==> src/rtl/bcd_modn_counter_if.sv <==
// Control and count bus of one BCD modulo-N counter stage.
// The master drives the controls and load value; the slave returns the count, carry/borrow and the load-reject pulse.
interface bcd_modn_counter_if #(
    parameter int DIGITS = 2
);
    logic                  en;
    logic                  up;
    logic                  clr;
    logic                  load;
    logic [4*DIGITS-1:0]   load_val;
    logic [4*DIGITS-1:0]   out;
    logic                  carryout;
    logic                  load_err;

    modport master (
        output en, up, clr, load, load_val,
        input  out, carryout, load_err
    );

    modport slave (
        input  en, up, clr, load, load_val,
        output out, carryout, load_err
    );
endinterface

==> src/rtl/bcd_modn_counter.sv <==
// Multi-digit packed-BCD up/down counter modulo MODULUS with clear, checked parallel load and same-cycle carry/borrow.
// Latency: count/clear/load visible one edge later; carryout is combinational. No backpressure: one step per enabled edge.
module bcd_modn_counter #(
    parameter int DIGITS  = 2,
    parameter int MODULUS = 60,
    parameter int INIT    = 0
) (
    input  logic               clk,
    input  logic               rst,
    bcd_modn_counter_if.slave  cnt
);
    localparam int W = 4 * DIGITS;

    function automatic logic [W-1:0] to_bcd(input int v);
        int r;
        r      = v;
        to_bcd = '0;
        for (int i = 0; i < DIGITS; i++) begin
            to_bcd[4*i +: 4] = 4'(r % 10);
            r                = r / 10;
        end
    endfunction

    localparam logic [W-1:0] TERM     = to_bcd(MODULUS - 1);
    localparam logic [W-1:0] INIT_BCD = to_bcd(INIT);

    if (DIGITS < 1 || DIGITS > 4 || MODULUS < 2 || MODULUS > 10**DIGITS ||
        INIT < 0 || INIT >= MODULUS) begin : g_param_err
        $error("bcd_modn_counter: illegal DIGITS/MODULUS/INIT combination");
    end

    logic [W-1:0] cnt_q, cnt_d;
    logic         load_err_q, load_err_d;
    logic [W-1:0] inc_val, dec_val;
    logic         at_top, at_zero;
    logic         load_ok;

    assign at_top  = (cnt_q == TERM);
    assign at_zero = (cnt_q == '0);

    // Ripple through the digits: a 9 (up) or 0 (down) passes the carry onward.
    always_comb begin
        logic c_inc;
        logic c_dec;
        inc_val = cnt_q;
        dec_val = cnt_q;
        c_inc   = 1'b1;
        c_dec   = 1'b1;
        for (int i = 0; i < DIGITS; i++) begin
            if (c_inc) begin
                if (cnt_q[4*i +: 4] == 4'd9) begin
                    inc_val[4*i +: 4] = 4'd0;
                end else begin
                    inc_val[4*i +: 4] = cnt_q[4*i +: 4] + 4'd1;
                    c_inc             = 1'b0;
                end
            end
            if (c_dec) begin
                if (cnt_q[4*i +: 4] == 4'd0) begin
                    dec_val[4*i +: 4] = 4'd9;
                end else begin
                    dec_val[4*i +: 4] = cnt_q[4*i +: 4] - 4'd1;
                    c_dec             = 1'b0;
                end
            end
        end
    end

    // With every digit legal, packed-BCD order equals numeric order, so one compare against TERM bounds the value.
    always_comb begin
        load_ok = (cnt.load_val <= TERM);
        for (int i = 0; i < DIGITS; i++) begin
            if (cnt.load_val[4*i +: 4] > 4'd9) begin
                load_ok = 1'b0;
            end
        end
    end

    always_comb begin
        cnt_d      = cnt_q;
        load_err_d = 1'b0;
        if (cnt.clr) begin
            cnt_d = '0;
        end else if (cnt.load) begin
            if (load_ok) begin
                cnt_d = cnt.load_val;
            end else begin
                load_err_d = 1'b1;
            end
        end else if (cnt.en) begin
            if (cnt.up) begin
                cnt_d = at_top ? '0 : inc_val;
            end else begin
                cnt_d = at_zero ? TERM : dec_val;
            end
        end
    end

    always_ff @(posedge clk or negedge rst) begin
        if (!rst) begin
            cnt_q      <= INIT_BCD;
            load_err_q <= 1'b0;
        end else begin
            cnt_q      <= cnt_d;
            load_err_q <= load_err_d;
        end
    end

    assign cnt.out      = cnt_q;
    assign cnt.load_err = load_err_q;
    assign cnt.carryout = cnt.en & ~cnt.clr & ~cnt.load & (cnt.up ? at_top : at_zero);
endmodule

==> src/flat_wrapper.sv <==
// flat-port wrapper written by rule: the top's interface ports become plain ports
module bcd_modn_counter_flat 
#(
    parameter int DIGITS  = 2,
    parameter int MODULUS = 60,
    parameter int INIT    = 0
)
  (clk, rst, cnt_en, cnt_up, cnt_clr, cnt_load, cnt_load_val, cnt_out, cnt_carryout, cnt_load_err);
  bcd_modn_counter_if #(.DIGITS(DIGITS)) cnt_i ();
  input  logic clk;
  input  logic rst;
  input wire logic [$bits(cnt_i.en)-1:0] cnt_en;
  input wire logic [$bits(cnt_i.up)-1:0] cnt_up;
  input wire logic [$bits(cnt_i.clr)-1:0] cnt_clr;
  input wire logic [$bits(cnt_i.load)-1:0] cnt_load;
  input wire logic [$bits(cnt_i.load_val)-1:0] cnt_load_val;
  output wire logic [$bits(cnt_i.out)-1:0] cnt_out;
  output wire logic [$bits(cnt_i.carryout)-1:0] cnt_carryout;
  output wire logic [$bits(cnt_i.load_err)-1:0] cnt_load_err;
  assign cnt_i.en = cnt_en;
  assign cnt_i.up = cnt_up;
  assign cnt_i.clr = cnt_clr;
  assign cnt_i.load = cnt_load;
  assign cnt_i.load_val = cnt_load_val;
  assign cnt_out = cnt_i.out;
  assign cnt_carryout = cnt_i.carryout;
  assign cnt_load_err = cnt_i.load_err;
  bcd_modn_counter #(.DIGITS(DIGITS), .MODULUS(MODULUS), .INIT(INIT)) u_core (.clk(clk), .rst(rst), .cnt(cnt_i));
endmodule
==> config.mk <==
export PLATFORM = sky130hd
export DESIGN_NAME = bcd_modn_counter_flat
export DESIGN_NICKNAME = d
export VERILOG_FILES = /design/src/rtl/bcd_modn_counter_if.sv /design/src/rtl/bcd_modn_counter.sv /design/src/flat_wrapper.sv
export SDC_FILE = /design/constraint.sdc
export NUM_CORES = 1
export LEC_CHECK = 0
export CELL_PAD_IN_SITES_DETAIL_PLACEMENT = 1
export CELL_PAD_IN_SITES_GLOBAL_PLACEMENT = 1
export CORE_UTILIZATION = 38
export CTS_BUF_LIST = sky130_fd_sc_hd__clkbuf_8
export CTS_CLUSTER_SIZE = 30
export DETAILED_ROUTE_END_ITERATION = 8
export GPL_TIMING_DRIVEN = 0
export PLACE_DENSITY_LB_ADDON = 0.1
export SYNTH_ARGS = -nofsm -noshare
export SYNTH_HDL_FRONTEND = slang
export SYNTH_SLANG_ARGS = --single-unit
==> constraint.sdc <==
create_clock -name clk -period 3.53 [get_ports clk]
set_input_delay 0.706 -clock clk [delete_from_list [all_inputs] [get_ports clk]]
set_output_delay 0.706 -clock clk [all_outputs]
set_load 0.02 [all_outputs]
==> reports/metrics.yaml <==
synth_top_area_frac: 0.263
die_y_um: 49.5
min_path_type: "reg2reg"
tightest_slew_ns: 0.605
drcViolationCount: 0
grt_setup_unrepaired: "false"
area_growth_pct: 34.9
diodes: 0
grt_start_max_net_pins: 11
antenna_found_initial: 0
core_mm2: 0.00204
drive_above_1_share: 0.132
dr_total_vias: 968
cpMostUsedCell: "clkdlybuf4s50_1"
holdWs_ns: 0.657
dpl.hpwl_um: 1990
layout_min_cycle_time_ns: 3.17
whs_endpoint: "u_core.cnt.out[4]"
ys_seq_area_frac: 0.263
worstSetupEndpointType: "output pin"
portBuffers: 22
irDropWorstVdd_mv: 0.280
ff_latch_area_um2: 225
wl_um: 2630
fmax_mhz: 315
cts_root_buf: "clkbuf_8"
total_power_w: 0.000445
cts_num_sinks: 9
ant_nets: 0
netlist_area_um2: 856
fin_crit_sh: 0.899
synth_area_per_cell_um2: 7.78
multi_input_area_um2: 547
worstSetupStartpointType: "input port"
ys_types: 40
path_class: "in2out"
critPathBufInv: 2
required_ns: 2.82
cpLargestDelayFamily: "buffers and inverters"
yosysTopAreaCell: "dfrtp_1"
synthTopCellsByArea: "dfrtp_1 26%, nand2_1 4.8%, a21oi_1 4.7%, mux2i_1 4.7%, buf_2 4.1%"
drv_slew: 0
dieWidth_um: 49.5
maxCapViolations: 0
gp_congestion: 0.848
r2r-end: "u_core.cnt.out[2]"
grt_pass1_wl_um: 4580
drt_iter0_markers: 27
rr_startpoint: "u_core.cnt.out[2]"
mostFrequentLayoutCell: "clkdlybuf4s50_1"
grt_pass1_vias: 912
dieArea_mm2: 0.00245
finalHoldViolCount: 0
r2r_slack_ns: 1.74
cp-startpoint: "cnt_up"
start_util: 0.419
p_leak_nw: 0.487
cts_resized: 0
wl_per_cell_um: 16.1
ioPinCount: 24
cts_setup_buffers: 0
ys_warn_count: 0
fin_nets: 151
syn_inst: 110
p_per_area_mw_per_mm2: 385
overflow: 0
setup_violations: 0
ff2ff_path_depth: 6
critical-path-max-stage-delay_ns: 0.60
cts_tree: "built"
synth_nets: 124
path_cells: "clkdlybuf4s50_1 -> or2_4 -> nor4_1 -> o2111a_1 -> clkdlybuf4s50_1"
ys_seq_elements: 9
status: "finished clean"
firstDrtPassIters: 4
num-fill-cells: 266
layout_common_cells: "22 x clkdlybuf4s50_1, 11 x nand2_1, 9 x dfrtp_1"
hold_buffers: 0
tns_ns: 0
clk_pin_slew_worst_paths_ns: 0.05
grt_util_all_layers: 0.249
relSlewSlack: 0.586
clock_latency_ns: 0.24
clk_path_buf_depth: 2
h-tree-depth: 1
cp.arrival_ns: 2.47
num_rows: 16
finClkSkew_ns: 0.00186
slowest_stage: "clkdlybuf4s50_1"
cts_made_buffers: 3
cp_max_fo: 5
whs_path_depth: 2
hp-start: "u_core.cnt.out[4]"
via_per_inst: 5.94
state kept, by name (all words and copies together), names as in the netlist:
name	flops
u_core.cnt.out	8
u_core.cnt.load_err	1
worst max path at each step:
| stage | to | cells after the start |
|---|---|---|
| floorplan | cnt_carryout | 3 |
| global placement | cnt_carryout | 5 |
| detailed placement | cnt_carryout | 5 |
| CTS | cnt_carryout | 5 |
| global route | cnt_carryout | 5 |
| finish | cnt_carryout | 5 |
area by class of cell:
cell class,count,share of cell area
plain buffers,10,0.0498
clock buffers,3,0.0358
flip-flops and latches,9,0.195
inverters,7,0.0228
multi-input cells,84,0.473
repair buffers,22,0.191
clock inverters,1,0.00325
well taps,27,0.0293
synth_stat cells (all sizes together):
cell type,n
a2111oi,2
a211oi,1
a21o,1
a21oi,8
a221oi,2
a22o,2
a31oi,4
and2,1
and3,3
buf,9
clkbuf,1
dfrtp,9
inv,7
mux2i,4
nand2,11
nand3,4
nand4b,1
nor2,4
nor2b,5
nor3,4
nor4,4
o2111a,1
o211a,1
o211ai,2
o21ai,7
o21bai,1
o22a,1
o311a,1
o31ai,1
o41ai,2
or2,2
or4,2
xnor2,1
xor2,1
stage by stage:
stage,setup slack (ns),util,std cells,instance area [um^2]
2_1_floorplan,1.42,-,110,856
3_3_place_gp,0.395,0.544,159,1110
3_5_place_dp,0.361,0.544,159,1110
4_1_cts,0.355,0.566,163,1150
5_1_grt,0.282,0.566,163,1150
6_report,0.357,0.566,163,1150
tightest hold or removal path, stage by stage, from the launching register on:
cell and delay (ns):
dfrtp_1 0.36, buf_6 0.14, a22o_2 0.13
metal layers:
metal | global-route usage | vias to the layer above | part of all wire | wire (um)
met4 | 0.100 | 0 | 0.015 | 40
met2 | 0.413 | 31 | 0.48 | 1270
met3 | 0.0340 | 5 | 0.041 | 107
met1 | 0.325 | 468 | 0.46 | 1210
met5 | 0 | - | 0 | 0
li1 | - | 464 | - | -
cell families (layout without fill, tap and decap cells):
kind of cell,after synthesis,count (layout),share of synthesized area
multiplexers,4,4,0.0468
buffers and inverters,17,43,0.0980
XOR/XNOR,2,2,0.0205
AND/OR/NAND/NOR,41,41,0.265
AO/OA/AOI/OAI,37,37,0.307
flip-flops,9,9,0.263
where the power goes:
| group | internal, W | switching [W] | total (W) |
|---|---|---|---|
| sequential | 0.000116 | 0.0000132 | 0.000129 |
| combinational | 0.0000894 | 0.000107 | 0.000197 |
| clock | 0.0000759 | 0.0000433 | 0.000119 |
Note: power is estimated with default switching activity, not from simulation.
